==> config.mk <==
export PLATFORM = sky130hd
export DESIGN_NAME = tmds_decoder_flat
export DESIGN_NICKNAME = d
export VERILOG_FILES = /design/src/rtl/tmds_decoder_if.sv /design/src/rtl/tmds_decoder.sv /design/src/flat_wrapper.sv
export SDC_FILE = /design/constraint.sdc
export NUM_CORES = 1
export LEC_CHECK = 0
export CAP_MARGIN = 20
export CELL_PAD_IN_SITES_DETAIL_PLACEMENT = 0
export CELL_PAD_IN_SITES_GLOBAL_PLACEMENT = 1
export CORE_MARGIN = 4
export CORE_UTILIZATION = 40
export CTS_BUF_LIST = sky130_fd_sc_hd__clkbuf_8
export CTS_CLUSTER_DIAMETER = 80
export DETAILED_ROUTE_END_ITERATION = 8
export PLACE_DENSITY_LB_ADDON = 0.1
export SLEW_MARGIN = 20
export SYNTH_ARGS = -nofsm -noshare
export SYNTH_HDL_FRONTEND = slang
export SYNTH_SLANG_ARGS = --single-unit
==> constraint.sdc <==
create_clock -name clk_in -period 1.5 [get_ports clk_in]
set_clock_uncertainty 0.15 [all_clocks]
set_input_delay 0.375 -clock clk_in [delete_from_list [all_inputs] [get_ports clk_in]]
set_output_delay 0.375 -clock clk_in [all_outputs]
set_load 0.01 [all_outputs]
==> src/rtl/tmds_decoder_if.sv <==
// Signal bundle for one TMDS decoder channel: deserializer word in, decoded pixel/control out.
// With TMDS_DECODER_ERR_CNT_EN defined the bundle also carries err_count_out.
interface tmds_decoder_if;
    logic [9:0]  tmds_in;
    logic [7:0]  data_out;
    logic [1:0]  control_out;
    logic        ve_out;
    logic        locked_out;
    logic        bitslip_out;
    logic [1:0]  state_dbg;
`ifdef TMDS_DECODER_ERR_CNT_EN
    logic [15:0] err_count_out;
`endif

    // No valid/ready: one word is accepted every clock and the outputs update every clock;
    // consumers qualify the decoded stream with locked_out.
`ifdef TMDS_DECODER_ERR_CNT_EN
    modport slave  (input tmds_in, output data_out, output control_out, output ve_out,
                    output locked_out, output bitslip_out, output state_dbg, output err_count_out);
    modport master (output tmds_in, input data_out, input control_out, input ve_out,
                    input locked_out, input bitslip_out, input state_dbg, input err_count_out);
`else
    modport slave  (input tmds_in, output data_out, output control_out, output ve_out,
                    output locked_out, output bitslip_out, output state_dbg);
    modport master (output tmds_in, input data_out, input control_out, input ve_out,
                    input locked_out, input bitslip_out, input state_dbg);
`endif
endinterface

==> src/rtl/tmds_decoder.sv <==
// TMDS channel decoder: 2-stage pixel/control decode plus control-token word-alignment FSM.
// Optional TMDS_DECODER_ERR_CNT_EN adds a saturating count of lock losses and bitslips.
module tmds_decoder #(
    parameter int CTRL_RUN       = 8,
    parameter int SEARCH_TIMEOUT = 4096,
    parameter int BITSLIP_WAIT   = 16,
    parameter int LOCK_TIMEOUT   = 4096
) (
    input  logic          clk_in,
    input  logic          rst_in,
    tmds_decoder_if.slave bus
);
    localparam int TMAX = (SEARCH_TIMEOUT > LOCK_TIMEOUT) ? SEARCH_TIMEOUT : LOCK_TIMEOUT;
    localparam int TW   = (TMAX > BITSLIP_WAIT) ? $clog2(TMAX) : $clog2(BITSLIP_WAIT + 1);
    localparam int RW   = $clog2(CTRL_RUN + 1);

    typedef enum logic [1:0] {SEARCH = 2'd0, SLIP_WAIT = 2'd1, LOCKED = 2'd2} state_t;

    logic [9:0]    tmds_q;
    logic          tok_q, tok_d, vld_q;
    logic [1:0]    tokv_q, tokv_d;
    logic [7:0]    data_q, data_d;
    logic [1:0]    ctrl_q, ctrl_d;
    logic          ve_q, ve_d;
    logic [RW-1:0] run_q, run_d;
    logic [TW-1:0] timer_q;
    state_t        state_q;
    logic          locked_q, bitslip_q;
    logic          qualify, slip_fire, lock_loss;

    function automatic logic [7:0] decode(input logic [9:0] w);
        logic [7:0] d;
        logic [7:0] o;
        d    = w[9] ? ~w[7:0] : w[7:0];
        o[0] = d[0];
        for (int i = 1; i < 8; i++) o[i] = w[8] ? (d[i] ^ d[i-1]) : ~(d[i] ^ d[i-1]);
        return o;
    endfunction

    always_comb begin
        tok_d  = 1'b1;
        tokv_d = 2'b00;
        case (bus.tmds_in)
            10'b1101010100: tokv_d = 2'b00;
            10'b0010101011: tokv_d = 2'b01;
            10'b0101010100: tokv_d = 2'b10;
            10'b1010101011: tokv_d = 2'b11;
            default:        tok_d  = 1'b0;
        endcase
    end

    // vld_q keeps the reset contents of stage 1 from being decoded as a data word.
    always_comb begin
        data_d = data_q;
        ctrl_d = ctrl_q;
        ve_d   = ve_q;
        if (vld_q) begin
            if (tok_q) begin
                ve_d   = 1'b0;
                ctrl_d = tokv_q;
            end else begin
                ve_d   = 1'b1;
                data_d = decode(tmds_q);
            end
        end
    end

    always_comb begin
        run_d = run_q;
        if (state_q == SLIP_WAIT || !tok_q) run_d = '0;
        else if (run_q != RW'(CTRL_RUN))   run_d = run_q + 1'b1;
    end

    assign qualify   = tok_q && (state_q != SLIP_WAIT) && (run_q == RW'(CTRL_RUN - 1));
    assign slip_fire = (state_q == SEARCH) && !qualify && (timer_q == TW'(SEARCH_TIMEOUT - 1));
    assign lock_loss = (state_q == LOCKED) && !qualify && (timer_q == TW'(LOCK_TIMEOUT - 1));

    always_ff @(posedge clk_in or negedge rst_in) begin
        if (!rst_in) begin
            tmds_q <= '0;
            tok_q  <= 1'b0;
            tokv_q <= '0;
            vld_q  <= 1'b0;
            data_q <= '0;
            ctrl_q <= '0;
            ve_q   <= 1'b0;
            run_q  <= '0;
        end else begin
            tmds_q <= bus.tmds_in;
            tok_q  <= tok_d;
            tokv_q <= tokv_d;
            vld_q  <= 1'b1;
            data_q <= data_d;
            ctrl_q <= ctrl_d;
            ve_q   <= ve_d;
            run_q  <= run_d;
        end
    end

    always_ff @(posedge clk_in or negedge rst_in) begin
        if (!rst_in) begin
            state_q   <= SEARCH;
            timer_q   <= '0;
            locked_q  <= 1'b0;
            bitslip_q <= 1'b0;
        end else begin
            bitslip_q <= 1'b0;
            case (state_q)
                SEARCH: begin
                    if (qualify) begin
                        state_q  <= LOCKED;
                        locked_q <= 1'b1;
                        timer_q  <= '0;
                    end else if (slip_fire) begin
                        state_q   <= SLIP_WAIT;
                        bitslip_q <= 1'b1;
                        timer_q   <= '0;
                    end else begin
                        timer_q <= timer_q + 1'b1;
                    end
                end
                // The pulse cycle itself is timer 0, so BITSLIP_WAIT quiet cycles follow it.
                SLIP_WAIT: begin
                    if (timer_q == TW'(BITSLIP_WAIT)) begin
                        state_q <= SEARCH;
                        timer_q <= '0;
                    end else begin
                        timer_q <= timer_q + 1'b1;
                    end
                end
                LOCKED: begin
                    if (qualify) begin
                        timer_q <= '0;
                    end else if (lock_loss) begin
                        state_q  <= SEARCH;
                        locked_q <= 1'b0;
                        timer_q  <= '0;
                    end else begin
                        timer_q <= timer_q + 1'b1;
                    end
                end
                default: begin
                    state_q  <= SEARCH;
                    locked_q <= 1'b0;
                    timer_q  <= '0;
                end
            endcase
        end
    end

`ifdef TMDS_DECODER_ERR_CNT_EN
    logic [15:0] err_q;

    always_ff @(posedge clk_in or negedge rst_in) begin
        if (!rst_in)                                      err_q <= '0;
        else if ((slip_fire || lock_loss) && err_q != 16'hFFFF) err_q <= err_q + 16'd1;
    end

    assign bus.err_count_out = err_q;
`endif

    assign bus.data_out    = data_q;
    assign bus.control_out = ctrl_q;
    assign bus.ve_out      = ve_q;
    assign bus.locked_out  = locked_q;
    assign bus.bitslip_out = bitslip_q;
    assign bus.state_dbg   = state_q;
endmodule

==> src/flat_wrapper.sv <==
// flat-port wrapper written by rule: the top's interface ports become plain ports
module tmds_decoder_flat 
#(
    parameter int CTRL_RUN       = 8,
    parameter int SEARCH_TIMEOUT = 4096,
    parameter int BITSLIP_WAIT   = 16,
    parameter int LOCK_TIMEOUT   = 4096
)
  (clk_in, rst_in, bus_tmds_in, bus_data_out, bus_control_out, bus_ve_out, bus_locked_out, bus_bitslip_out, bus_state_dbg);
  tmds_decoder_if bus_i ();
  input  logic clk_in;
  input  logic rst_in;
  input wire logic [$bits(bus_i.tmds_in)-1:0] bus_tmds_in;
  output wire logic [$bits(bus_i.data_out)-1:0] bus_data_out;
  output wire logic [$bits(bus_i.control_out)-1:0] bus_control_out;
  output wire logic [$bits(bus_i.ve_out)-1:0] bus_ve_out;
  output wire logic [$bits(bus_i.locked_out)-1:0] bus_locked_out;
  output wire logic [$bits(bus_i.bitslip_out)-1:0] bus_bitslip_out;
  output wire logic [$bits(bus_i.state_dbg)-1:0] bus_state_dbg;
  assign bus_i.tmds_in = bus_tmds_in;
  assign bus_data_out = bus_i.data_out;
  assign bus_control_out = bus_i.control_out;
  assign bus_ve_out = bus_i.ve_out;
  assign bus_locked_out = bus_i.locked_out;
  assign bus_bitslip_out = bus_i.bitslip_out;
  assign bus_state_dbg = bus_i.state_dbg;
  tmds_decoder #(.CTRL_RUN(CTRL_RUN), .SEARCH_TIMEOUT(SEARCH_TIMEOUT), .BITSLIP_WAIT(BITSLIP_WAIT), .LOCK_TIMEOUT(LOCK_TIMEOUT)) u_core (.clk_in(clk_in), .rst_in(rst_in), .bus(bus_i));
endmodule
### Yosys cells after proc, flatten, opt, wreduce, memory -nomap -nowiden

Cells that the tools add are included.

* $add $sub $neg: 2
* reductions and logical operators: 16
* bitwise logic cells: 17
* muxes and demuxes: 32
* equality and inequality tests: 16

Operator list (count)
* $mux W12: 5
* $pmux W12 S3: 1
* $eq A10 B10 Y1 const B: 2
* $mux W1: 15
* $add A12 B1 Y12 const B: 1
* $eq A12 B12 Y1 const B: 1
* $eq A12 B5 Y1 const B: 1
* $pmux W2 S3: 2
* $eq A10 B8 Y1 const B: 1
* $eq A10 B9 Y1 const B: 1
* $mux W2: 5
* $not A1 Y1: 9
* $mux W4: 2
* $mux W8: 1
* $not A8 Y8: 1
* $reduce_and A4 Y1: 2
* $xor A1 B1 Y1: 7
* $logic_and A1 B1 Y1: 6
* $ne A2 B1 Y1 const B: 3
* $add A4 B1 Y4 const B: 1
* $eq A4 B3 Y1 const B: 1
* $ne A2 B2 Y1 const B: 2
* $ne A4 B4 Y1 const B: 1
* $reduce_and A2 Y1: 2
* other kinds (9): 10

* register bits after elaboration: 45
* logic and storage cells: 95
* output and inout bits: 15
* bits of input ports: 12

### Depth between registers and ports, before layout

* depth in word-level cells: 9
* mapped depth: 7
* gate-level depth less buffers: 6

### Worst setup path after synthesis

OpenSTA, ideal clock, no wires.

* path type: reg2reg
* start point: register u_core.timer_q[0]
* end point: register u_core.timer_q[5]
* arrival time: 1.275 ns
* stages on the path, launching flop included: 7
* clock period less this slack: 1.544 ns
* slack: -0.044 ns
* required time: 1.231 ns
* path buffers: 1
* setup time: 0.119 ns
* cells stage by stage: dfrtp_1 ha_1 and3_4 nand4_4 a21oi_2 buf_4 nor2_1

* cells in the longest elaborated chain, start to end: 5
* elaborated cells on any way between the ends: 11
* those cells by class: add/sub (1); eq/ne (2); mux (6); reduce/logical (2)

RTL lines
* start, declared: line tmds_decoder.sv:26 `logic [TW-1:0] timer_q;`
* start signal, assigned: line tmds_decoder.sv:119 `timer_q <= timer_q + 1'b1;`
* start signal, assigned: line tmds_decoder.sv:128 `timer_q <= timer_q + 1'b1;`
* start signal, assigned: line tmds_decoder.sv:139 `timer_q <= timer_q + 1'b1;`
* parallel branches: the longest is 4 deep, another holds $add A12 B1 Y12
* $pmux W12 S3 (*): line tmds_decoder.sv:108 `case (state_q)`

Every way passes the cells marked *.
A chain may end at the register's enable or synchronous reset.

### Worst setup path in the final report

* start point: register u_core.timer_q[0]
* end point: register u_core.state_q[0] (netlist: u_core.bus.state_dbg[0])

* cells in the longest elaborated chain, start to end: 4
* elaborated cells on any way between the ends: 8
* those cells by class: eq/ne (5); reduce/logical (3)

RTL lines
* $eq A12 B12 Y1: line tmds_decoder.sv:75, tmds_decoder.sv:76
* $logic_and A1 B1 Y1, on equally long branches: line tmds_decoder.sv:75, tmds_decoder.sv:76
* $ne A3 B1 Y1 (no source line) or $ne A2 B1 Y1 (tied branches)
* $reduce_and A4 Y1 (no source line) (*)
* end signal, assigned: line tmds_decoder.sv:102 `state_q <= SEARCH;`
* end signal, assigned: line tmds_decoder.sv:111 `state_q <= LOCKED;`
* end signal, assigned: line tmds_decoder.sv:115 `state_q <= SLIP_WAIT;`
* end, declared: line tmds_decoder.sv:27 `state_t state_q;`

Every way passes the cells marked *; elsewhere a longest branch is shown, timed or not.

==> metrics.csv <==
metric;value;unit
DRC violations left;0;
setup slack after layout;-127;ps
Post-DRT Antenna Nets;0;
Worst path max stage delay;400;ps
total die area;0.00608;mm2
synthesized area;0.00196;mm2
slowest library cell on the worst path;dfrtp_1;
Area contributors post-synth;dfrtp_1 58%, xnor2_1 8.1%, nor2_1 3.5%;
Setup CP Type;flop to flop;
crit path max fanout;3;
Antenna diodes;0;
Top Ports;27;
final hold violations;0;
Placeable Area;0.00472;mm2
Yosys reg bits;45;
clock-pin slew on the worst setup and hold paths;80;ps
via count;1417;
Hold Path Class;input port to flop;
status;finished, violations left;
Ys Warns;0;
leakage power total;1.31;nW
count of cell types in the netlist;36;
worst-case clock buffer depth;2;
failing checks;negative setup slack;
post-synth top area cell;dfrtp_1;
CTS Buf Count;5;
Die Wd;78.0;um
Fmax;614;MHz
Initial Util;41.5;%
TritonCTS clock tree;built;
Final period util;108;%
htree depth;2;
CTS root buf;clkbuf_8;
DR vias/cell;4.60;
initial drt markers;22;
ys async rst share;100;%
element type at the critical path end;flop;
crit path time final;1630;ps
FILL cells;392;
synthesized area per cell;11.4;um2
Wirelength per Cell;13.1;um
final wirelength;4020;um
initial antenna violation count;0;
layout cells sized above 1;28.6;%
Port Buf Inserts;26;
Syn Inst Count;172;
RSZ-0062 raised after global routing;true;
total global-route track usage;14.8;%
Setup-failing EPs final;14;
first-pass GRT wire length;6970;um
number of global-route vias before repair;1541;
Power Density;794;mW/mm2
CP startpoint kind;flop;
Die Span Y;78.0;um
Max Cap Viol;0;
syn nets;188;
Final Util;58.9;%
largest net degree at the start of global routing;46;
Final #Nets;256;
Req. time, crit path;1530;ps
cells along the critical path;inv_1 -> ha_2 -> nor4b_4 -> a31oi_2 -> buf_4 -> or2_1;
FP Rows;25;
worst skew pair latency;290;ps
Power Total;0.00221;W
post-detail-place hpwl;2950;um
Post-synth EDFFs;0;
Final Wtd Congestion;0.760;
TritonRoute pass-1 iters;4;
WP data arrival;1660;ps
Worst VDD drop;0.000427;V
WP buf/inv;2;
most frequent cells in the layout;44 x dfrtp_1, 33 x buf_4, 17 x nor2_1, 17 x xnor2_1, 17 x nand2_1;
register area share after synthesis;57.5;%
GRT overflow;0;
commonest non-fill, non-tap cell in the layout;dfrtp_1;
Area growth, synth to finish;42.0;%
Sink Count;45;
post-synth top area share;57.5;%
ys flop type;dfrtp_1;
max-slew violation count;0;
delay-heaviest family, CP;flip-flops;
per-stage QoR:
stage | cell area, um2 | std cells | setup TNS (ps) | setup WS, ps | hold WS (ps)
after global placement | 2540 | 293 | -2920 | -213 | 220
after detailed placement | 2540 | 293 | -3610 | -299 | 222
final | 2780 | 308 | -1480 | -127 | 160
after floorplan | 1960 | 172 | -214 | -22.0 | -70.6
after CTS | 2720 | 306 | -1970 | -164 | 330
after global routing | 2780 | 308 | -2770 | -203 | 158
synthesized netlist by cell type (2+ instances only):
library cell  instances
nor4b_1               2
dfrtp_1              45
nor4bb_1              2
nor3_1                2
mux2i_1               2
inv_1                 8
clkbuf_1              2
nand3_1               6
nor2_1               18
nand2_1              17
nand2b_1              3
nand4b_1              3
ha_1                  4
xor2_1                6
o21ai_0              10
mux2_2                2
and3_4                2
xnor2_1              18
a21oi_1               3
metal layers:
metal / GRT usage (%) / vias up / share of wire (%)
li1: - / 704 / -
met1: 16.4 / 677 / 42
met2: 26.3 / 29 / 52
met3: 4.52 / 7 / 3.8
met4: 5.94 / 0 / 2.0
met5: 0 / - / 0
worst register-to-register path, delay by kind of cell, from the launching register on:
kind / cells / cell delay (ps)
flip-flops: 1 / 400
AND/OR/NAND/NOR: 2 / 380
buffers and inverters: 2 / 240
adder cells (fa/ha/maj): 1 / 170
AO/OA/AOI/OAI: 1 / 160
path summary, 6_finish.rpt:
path                              startpoint                   endpoint  slack, ps  depth (start not counted)
max in group asynchronous             rst_in  u_core.bus.control_out[0]        550                          3
hold reg to reg            u_core.timer_q[0]          u_core.timer_q[0]        320                          1
hold / removal                bus_tmds_in[3]           u_core.tmds_q[3]        160                          1
setup / recovery           u_core.timer_q[0]    u_core.bus.state_dbg[0]       -130                          6
setup reg to reg           u_core.timer_q[0]    u_core.bus.state_dbg[0]       -130                          6
min in group asynchronous             rst_in          u_core.timer_q[5]        430                          3
cells by family after synthesis:
| family | after synthesis | share of synthesized area (%) |
|---|---|---|
| other | 1 | 0.192 |
| multiplexers | 4 | 2.17 |
| flip-flops | 45 | 57.5 |
| AND/OR/NAND/NOR | 67 | 20.1 |
| buffers and inverters | 11 | 2.30 |
| XOR/XNOR | 24 | 10.7 |
| AO/OA/AOI/OAI | 16 | 4.47 |
| adder cells (fa/ha/maj) | 4 | 2.56 |
registers in the layout, indices dropped and copies added (netlist names):
name,flops
u_core.bus.bitslip_out,1
u_core.bus.control_out,2
u_core.bus.data_out,8
u_core.bus.locked_out,1
u_core.bus.state_dbg,2
u_core.bus.ve_out,1
u_core.run_q,4
u_core.timer_q,12
u_core.tmds_q,10
u_core.tok_q,1
u_core.tokv_q,2
u_core.vld_q,1
repair_timing:
action                                  CTS  global route
hold endpoints to repair                 45             0
buffers inserted                          4             2
endpoints found under the setup margin   32            33
hold buffers                              1             0
pin swaps                                 3             6
resized for setup                        37            18
area by class of cell:
class / count / area (um2) / share of cell area (%)
tap: 67 / 83.8 / 3.02
clock inverter: 3 / 11.3 / 0.405
clock buffer: 5 / 68.8 / 2.48
sequential: 45 / 1130 / 40.5
multi-input combinational: 116 / 891 / 32.0
inverter: 8 / 30.0 / 1.08
timing repair buffer: 64 / 568 / 20.4
report_power, final:
group | internal [W] | switching (W)
logic | 0.000122 | 0.000103
clock network | 0.000311 | 0.000378
registers | 0.00126 | 0.0000321
No activity file was read; power rests on OpenSTA's default activity.
